==> src/rtl/mem_arb_pkg.sv <==
// Shared types and default sizes for the instruction/data memory arbiter.
package mem_arb_pkg;

    localparam int ADDR_W_DEF = 8;
    localparam int DATA_W_DEF = 16;
    localparam int CNT_W_DEF  = 16;

    // IDLE arbitrates and issues; READ_WAIT covers the cycle a read is in flight.
    typedef enum logic {
        IDLE      = 1'b0,
        READ_WAIT = 1'b1
    } state_e;

    // Requester identity, used for grant history and response routing.
    typedef enum logic {
        OWN_IF = 1'b0,
        OWN_D  = 1'b1
    } owner_e;

endpackage

==> src/rtl/mem_arbiter_rr_pick2.sv <==
// Two-way round-robin picker: a lone requester wins; on a tie, the one
// that did not win last time wins. Purely combinational.
module rr_pick2
    import mem_arb_pkg::*;
(
    input  logic       i_valid_if,
    input  logic       i_valid_d,
    input  logic       i_last_grant,   // owner_e encoding
    output logic [1:0] o_grant,        // [0] fetch, [1] data
    output logic       o_winner        // owner_e encoding
);

    // Select the winner from the two valids and the previous grant.
    always_comb begin
        // NOTE: every output gets a default first so no path leaves it unassigned (no latch).
        o_grant  = 2'b00;
        o_winner = OWN_IF;
        if (i_valid_if && i_valid_d) begin
            if (i_last_grant == OWN_D) begin
                o_grant  = 2'b01;
                o_winner = OWN_IF;
            end else begin
                o_grant  = 2'b10;
                o_winner = OWN_D;
            end
        end else if (i_valid_if) begin
            o_grant  = 2'b01;
            o_winner = OWN_IF;
        end else if (i_valid_d) begin
            o_grant  = 2'b10;
            o_winner = OWN_D;
        end
    end

endmodule

==> src/rtl/mem_arbiter.sv <==
// Shares one single-port synchronous memory between the fetch port and the
// load/store port. One access per IDLE cycle, round-robin on contention,
// registered one-cycle responses routed to the owner, and a saturating
// count of contended IDLE cycles.
module mem_arbiter
    import mem_arb_pkg::*;
#(
    parameter int ADDR_W = ADDR_W_DEF,
    parameter int DATA_W = DATA_W_DEF,
    parameter int CNT_W  = CNT_W_DEF
) (
    input  logic              clock,
    input  logic              reset,

    input  logic              if_req_valid,
    output logic              if_req_ready,
    input  logic [ADDR_W-1:0] if_req_addr,
    output logic              if_resp_valid,
    output logic [DATA_W-1:0] if_resp_data,

    input  logic              d_req_valid,
    output logic              d_req_ready,
    input  logic              d_req_we,
    input  logic [ADDR_W-1:0] d_req_addr,
    input  logic [DATA_W-1:0] d_req_wdata,
    output logic              d_resp_valid,
    output logic [DATA_W-1:0] d_resp_rdata,

    output logic              mem_en,
    output logic              mem_we,
    output logic [ADDR_W-1:0] mem_addr,
    output logic [DATA_W-1:0] mem_wdata,
    input  logic [DATA_W-1:0] mem_rdata,

    output logic [CNT_W-1:0]  conflict_count
);

    state_e            r_state;
    owner_e            r_last_grant;
    owner_e            r_owner;
    logic              r_if_resp_valid;
    logic [DATA_W-1:0] r_if_resp_data;
    logic              r_d_resp_valid;
    logic [DATA_W-1:0] r_d_resp_rdata;
    logic [CNT_W-1:0]  r_conflict_count;

    logic              w_idle;
    logic [1:0]        w_grant;
    logic              w_winner;
    logic              w_accept;
    logic              w_win_d;
    logic              w_mem_we;
    logic              w_conflict;

    // Grants are only offered in IDLE and never while reset is asserted.
    assign w_idle = (r_state == IDLE) && !reset;

    rr_pick2 u_pick (
        .i_valid_if   (if_req_valid && w_idle),
        .i_valid_d    (d_req_valid && w_idle),
        .i_last_grant (r_last_grant),
        .o_grant      (w_grant),
        .o_winner     (w_winner)
    );

    assign w_accept   = |w_grant;
    assign w_win_d    = w_grant[1];
    assign w_mem_we   = w_win_d && d_req_we;
    assign w_conflict = (r_state == IDLE) && if_req_valid && d_req_valid;

    assign if_req_ready = w_grant[0];
    assign d_req_ready  = w_grant[1];

    // The memory access is issued combinationally in the accept cycle.
    assign mem_en    = w_accept;
    assign mem_we    = w_mem_we;
    assign mem_addr  = w_win_d ? d_req_addr : if_req_addr;
    assign mem_wdata = w_mem_we ? d_req_wdata : '0;

    assign if_resp_valid  = r_if_resp_valid;
    assign if_resp_data   = r_if_resp_data;
    assign d_resp_valid   = r_d_resp_valid;
    assign d_resp_rdata   = r_d_resp_rdata;
    assign conflict_count = r_conflict_count;

    // Arbiter FSM: tracks the in-flight read and produces the registered responses.
    always_ff @(posedge clock) begin
        // NOTE: sequential state uses non-blocking assignments so every register samples pre-edge values.
        if (reset) begin
            r_state         <= IDLE;
            r_last_grant    <= OWN_D;
            r_owner         <= OWN_IF;
            r_if_resp_valid <= 1'b0;
            r_if_resp_data  <= '0;
            r_d_resp_valid  <= 1'b0;
            r_d_resp_rdata  <= '0;
        end else begin
            r_if_resp_valid <= 1'b0;
            r_d_resp_valid  <= 1'b0;
            if (w_accept) begin
                r_last_grant <= owner_e'(w_winner);
            end
            case (r_state)
                IDLE: begin
                    if (w_accept) begin
                        if (w_mem_we) begin
                            r_d_resp_valid <= 1'b1;
                            r_d_resp_rdata <= '0;
                        end else begin
                            r_state <= READ_WAIT;
                            r_owner <= owner_e'(w_winner);
                        end
                    end
                end
                READ_WAIT: begin
                    r_state <= IDLE;
                    if (r_owner == OWN_IF) begin
                        r_if_resp_valid <= 1'b1;
                        r_if_resp_data  <= mem_rdata;
                    end else begin
                        r_d_resp_valid <= 1'b1;
                        r_d_resp_rdata <= mem_rdata;
                    end
                end
                default: r_state <= IDLE;
            endcase
        end
    end

    // Saturating count of IDLE cycles in which both requesters were waiting.
    always_ff @(posedge clock) begin
        if (reset) begin
            r_conflict_count <= '0;
        end else if (w_conflict && !(&r_conflict_count)) begin
            r_conflict_count <= r_conflict_count + CNT_W'(1);
        end
    end

endmodule
==> config.mk <==
export PLATFORM = sky130hd
export DESIGN_NAME = mem_arbiter
export DESIGN_NICKNAME = d
export VERILOG_FILES = /design/src/rtl/mem_arb_pkg.sv /design/src/rtl/mem_arbiter_rr_pick2.sv /design/src/rtl/mem_arbiter.sv
export SDC_FILE = /design/constraint.sdc
export NUM_CORES = 1
export LEC_CHECK = 0
export CELL_PAD_IN_SITES_DETAIL_PLACEMENT = 0
export CELL_PAD_IN_SITES_GLOBAL_PLACEMENT = 1
export CORE_AREA = 2 2 112 87
export DETAILED_ROUTE_END_ITERATION = 10
export DIE_AREA = 0 0 114 89
export PLACE_DENSITY_LB_ADDON = 0.1
export SLEW_MARGIN = 20
export SYNTH_ARGS = -nofsm -noshare
export SYNTH_HDL_FRONTEND = slang
export SYNTH_HIERARCHICAL = 1
export SYNTH_SLANG_ARGS = --single-unit
==> constraint.sdc <==
create_clock -name clock -period 3.5 [get_ports clock]
set_clock_uncertainty 0.1 [all_clocks]
set_input_delay 0.525 -clock clock [delete_from_list [all_inputs] [get_ports clock]]
set_output_delay 0.525 -clock clock [all_outputs]
set_load 0.02 [all_outputs]
Word-level counts from Yosys, hierarchy flattened:

Cells that the tools add are included.

* bits in registers: 53
* latch bits: 0
* bits in writable memories: 0
* ROM bits: 0
* bits of input ports: 53
* output and inout port bits: 78
* logic and storage cells: 53
* memories kept: 0

* $add $sub $neg: 1
* multiply operators: 0
* divide/modulo/power cells: 0
* order comparisons: 0
* equality and inequality tests: 3
* shift operators: 0
* muxes and demuxes: 22
* bitwise operators: 3
* reduce and logical (&&, ||, !) cells: 16

Operators with widths (count)
* 16-bit 2-to-1 mux: 4
* 16-bit case mux with 2 select lines: 1
* 16-bit by 1-bit adder with 16-bit output, second input constant: 1
* 16-bit AND reduction: 1
* 1-bit 2-to-1 mux: 10
* 1-bit logical AND: 8
* 2-bit 2-to-1 mux: 4
* 8-bit 2-to-1 mux: 1
* 3-bit AND reduction: 2
* 2-bit != test, second input constant: 2
* 1-bit case mux with 2 select lines: 2
* 2-bit OR reduction: 2
* 1-bit NOT: 3
* 1-bit logical NOT: 2
* 2-bit by 1-bit != test with 1-bit output, second input constant: 1
* 2-bit AND reduction: 1

Logic depth before layout (Yosys ltp):

* depth after elaboration: 10
* mapped depth: 11
* gate-level depth less buffers: 6

Modules after synthesis:

The synthesis kept the hierarchy.

Modules (own cells, without submodules)
* mem_arbiter: times used 1, cells an instance 272, area an instance 2371.0 sq um, seq. area each 1061.0 sq um
* rr_pick2: times used 1, cells an instance 4, area an instance 26.3 sq um, seq. area each 0.0 sq um

Worst setup path before layout:

No wires, ideal clock.

* path type: input to output
* from: input reset
* to: output mem_addr[3]
* data arrival time: 2.341 ns
* data required time: 2.875 ns
* setup slack: 0.534 ns
* cell stages on the path: 7
* path buffers: 4
* path through: clkbuf_1 nor3b_1 a21boi_0 buf_4 clkbuf_1 clkbuf_1 mux2_2

* longest elaborated chain between the ends: 7
* elaborated cells on any way between the ends: 9
* classes of those cells: mux: 4; reduce/logical: 5

Ends and longest elaborated chain
* from (decl): line mem_arbiter.sv:13 `input logic reset,`
* 1-bit logical NOT (*): line mem_arbiter.sv:56 `assign w_idle = (r_state == IDLE) && !reset;`
* 1-bit logical AND (*): line mem_arbiter.sv:56
* 1-bit logical AND: line mem_arbiter.sv:60 `.i_valid_d (d_req_valid && w_idle),`
* 2-bit 2-to-1 mux: line mem_arbiter_rr_pick2.sv:29 `end else if (i_valid_d) begin`
* 2-bit 2-to-1 mux: line mem_arbiter_rr_pick2.sv:26 `end else if (i_valid_if) begin`
* 2-bit 2-to-1 mux (*): line mem_arbiter_rr_pick2.sv:18 `if (i_valid_if && i_valid_d) begin`
* via d_req_ready: line mem_arbiter.sv:22 `output logic d_req_ready,`
* 8-bit 2-to-1 mux (*): line mem_arbiter.sv:77 `assign mem_addr = w_win_d ? d_req_addr : if_req_addr;`
* to (decl): line mem_arbiter.sv:31 `output logic [ADDR_W-1:0] mem_addr,`

The timed path passes the listed nets; every way through them passes the cells marked *.

Worst setup path after layout:

* from: input d_req_valid
* to: output mem_addr[7]

* longest elaborated chain between the ends: 5
* elaborated cells on any way between the ends: 6
* classes of those cells: mux: 4; reduce/logical: 2

Ends and longest elaborated chain
* from (decl): line mem_arbiter.sv:21 `input logic d_req_valid,`
* 1-bit logical AND (*): line mem_arbiter.sv:60
* 2-bit 2-to-1 mux: line mem_arbiter_rr_pick2.sv:29
* 2-bit 2-to-1 mux: line mem_arbiter_rr_pick2.sv:26
* 2-bit 2-to-1 mux (*): line mem_arbiter_rr_pick2.sv:18
* 8-bit 2-to-1 mux (*): line mem_arbiter.sv:77

Mark *: on every way between the ends. The rest lies on a longest branch, timed or not.

==> flow_metrics.py <==
metrics = {
    "global_route": {
        "antenna_found_initial": 0,
        "first_global_vias": 2334,
        "grt_pass1_wl_mm": 11.63,
        "track_usage": 0.1456,
        "grt-ovfl-total": 0,
        "grt_max_degree": 47,
    },
    "clocking": {
        "insertion_delay_ns": 0.29,
        "clockBufferDepth": 2,
        "hold_buffers": 0,
        "cts_root_buffer": "clkbuf_16",
        "post_cts_buffers": 0,
        "clkSinkCount": 53,
        "cts.repair.resized": 0,
        "cts_tree": "built",
        "cts_buffers": 5,
        "htree_levels": 2,
        "clk_pin_slew_worst_paths_ns": 0.07,
    },
    "synth": {
        "synth_fa_ha_area_frac": 0.005219,
        "synth_top_family_by_area": "simple AND/OR/NAND/NOR gates",
        "synthSimpleGateAreaFrac": 0.2881,
        "synth_seq_cells": 53,
        "synth-edff-count": 0,
        "async_flop_share": 0,
        "synth-xor-area-share": 0,
        "synthMuxAreaShare": 0.06002,
        "ys_types": 46,
        "syn_inst": 276,
        "yosysWarnings": 6,
        "synth_area_sq_um": 2397,
        "synth_compound_area_frac": 0.1534,
        "syn_nets": 330,
        "synth.avg_cell_area_sq_um": 8.686,
        "synth_ff_type": "dfxtp_1",
        "ys_seq_area_frac": 0.4426,
    },
    "min_path": {
        "hp-class": "reg -> reg",
    },
    "layout": {
        "syn2layout_area_growth_pct": 64.46,
        "layout.nets": 452,
        "register_area_sq_um": 1061,
        "antennaDiodeCount": 0,
        "multi_input_area_sq_um": 1219,
        "num-fill-cells": 882,
        "drive_above_1_share": 0.08543,
    },
    "sta": {
        "maxSlewViolCount": 0,
        "finalHoldViolations": 0,
        "fin_tns_setup_ns": 0,
        "max-slew-margin-rel": 0.4929,
        "tightestPinTransition_ns": 0.7607,
        "post-route-period-util": 0.9046,
        "setup_viol": 0,
        "rsz0062_at_grt": "no",
        "layout_min_cycle_time_ns": 3.166,
        "fmax_ghz": 0.3159,
    },
    "drt": {
        "highest_layer": "met4",
        "drc": 0,
        "antenna_left": 0,
        "met1_length_mm": 3.246,
        "drt-wirelength-per-cell_um": 14.21,
        "met3RoutedLength_um": 783,
        "vias_per_cell": 4.816,
        "route.met2.wl_mm": 3.147,
        "vias": 2456,
        "drt_pass1_iterations": 4,
        "totalWireLength_mm": 7.248,
        "first_iter_violations": 190,
    },
    "pwr": {
        "p_total_mw": 1.373,
        "cellPowerDensity_nw_per_um2": 348.1,
        "ir_drop_v": 0.0001777,
        "p_clk_frac": 0.360,
        "seqPwrFrac": 0.458,
        "p_sw_uw": 340.6,
        "netSwitchingFraction": 0.2481,
        "comb_power_share": 0.181,
        "p_leak_nw": 1.426,
        "intPower_mw": 1.032,
    },
    "place": {
        "portBuffers": 130,
        "place_congestion": 0.6751,
        "dp_hpwl_mm": 5.255,
    },
    "floorplan": {
        "initial_core_util": 0.2683,
        "placementRows": 30,
        "die_w_um": 114,
        "dieArea_sq_um": 10150,
        "core_sq_um": 8934,
        "io_pins": 131,
        "die_h_um": 89,
    },
    "run_status": {
        "status": "completed",
    },
    "worst_setup_path": {
        "startpoint_type": "input port",
        "required_ns": 2.87,
        "critPathArrivalTime_ns": 2.54,
        "critPathMaxFanout": 29,
        "path_class": "in -> out",
        "critPathCaptureType": "output pin",
    },
    "run": {
        "max_cap_violations": 0,
    },
}
==> layout make-up <==
cell class,count,area share
Sequential cell,53,0.2691
Clock buffer,6,0.03523
Inverter,6,0.005712
Multi-Input combinational cell,196,0.3091
Clock inverter,1,0.001904
Timing Repair Buffer,136,0.3434
Tap cell,112,0.03554
==> cells in the mapped netlist, types with 2 or more instances <==
cell type,n,area share
a21oi_1,26,0.054
a22oi_1,16,0.050
and3_1,17,0.044
buf_1,2,0.0031
buf_6,2,0.0094
clkbuf_1,15,0.023
dfxtp_1,53,0.44
inv_1,6,0.0094
mux2_2,11,0.052
mux2i_1,2,0.0084
nand2_1,36,0.056
nand2b_1,3,0.0078
nand3_1,4,0.0084
nand4_1,4,0.010
nand4_4,2,0.018
nor2_1,28,0.044
nor2b_1,4,0.010
nor3_1,4,0.0084
nor3b_1,2,0.0063
nor4_1,2,0.0052
nor4b_1,2,0.0073
o21ai_0,2,0.0042
o31ai_1,5,0.016
or3_1,3,0.0078
or4_1,4,0.013
==> worst max-delay path: stages <==
cell and delay (ns):
clkdlybuf4s50_1 0.49, nor3b_1 0.22, a21boi_2 0.24, buf_12 0.18
mux2_2 0.34, clkdlybuf4s50_1 0.54
==> path summary, 6_finish.rpt <==
path | startpoint | end | slack, ns | cells after the start
setup / recovery | d_req_valid | mem_addr[7] | 0.33 | 6
hold / removal | if_resp_data[5]$_SDFFE_PP0P_ | if_resp_data[5]$_SDFFE_PP0P_ | 0.35 | 2
setup reg to reg | r_state$_SDFF_PP0_ | d_resp_rdata[2]$_SDFFE_PP0P_ | 1.39 | 9
hold reg to reg | if_resp_data[5]$_SDFFE_PP0P_ | if_resp_data[5]$_SDFFE_PP0P_ | 0.35 | 2
==> routing by layer <==
metal,up-vias,GRT usage
li1,1220,-
met1,1128,0.1830
met2,102,0.2294
met3,6,0.06441
met4,0,0.03991
met5,-,0
==> metrics by stage <==
step                      utilization  instances  cell area [sq um]  hold slack (ns)  setup slack (ns)
after floorplan                     -        276               2397           0.3527            0.5339
after global placement         0.4249        503               3796           0.3409            0.3290
after detailed placement       0.4249        503               3796           0.3470            0.3153
after CTS                      0.4413        510               3943           0.3567            0.3144
after global routing           0.4413        510               3943           0.3741            0.2082
final                          0.4413        510               3943           0.3532            0.3340
==> flip-flops by register name, indices dropped and copies added, names as in the netlist <==
register / cells
if_resp_valid: 1
d_resp_valid: 1
r_state: 1
r_owner: 1
r_last_grant: 1
d_resp_rdata: 16
if_resp_data: 16
conflict_count: 16
==> kinds of logic (layout without fill, tap and decap cells) <==
group                      count (synthesis)  count (layout)
and+or+nand+nor                          125             125
AOI/OAI and AO/OA                         57              57
DFF                                       53              53
buffers and inverters                     27             149
muxes                                     13              13
adders and majority gates                  1               1
==> power groups by stage <==
| stage | clock network [mW] | registers (mW) | logic (mW) |
|---|---|---|---|
| 6_report | 0.495 | 0.629 | 0.249 |
| 5_1_grt | 0.545 | 0.631 | 0.271 |
| 3_5_place_dp | 0 | 0.643 | 0.253 |
| 3_3_place_gp | 0 | 0.642 | 0.252 |
| 4_1_cts | 0.513 | 0.629 | 0.254 |
| 2_1_floorplan | 0 | 0.656 | 0.0980 |
==> cell usage in the layout (no fill, tap or decap), types with 5 or more instances in the layout <==
cell,instances
inv_1,6
buf_4,5
nand2_1,36
a21oi_1,26
mux2_2,11
clkdlybuf4s50_1,129
a22oi_1,16
dfxtp_1,53
and3_1,17
clkbuf_16,5
o31ai_1,5
nor2_1,28
Note: power is estimated with default switching activity, not from simulation.
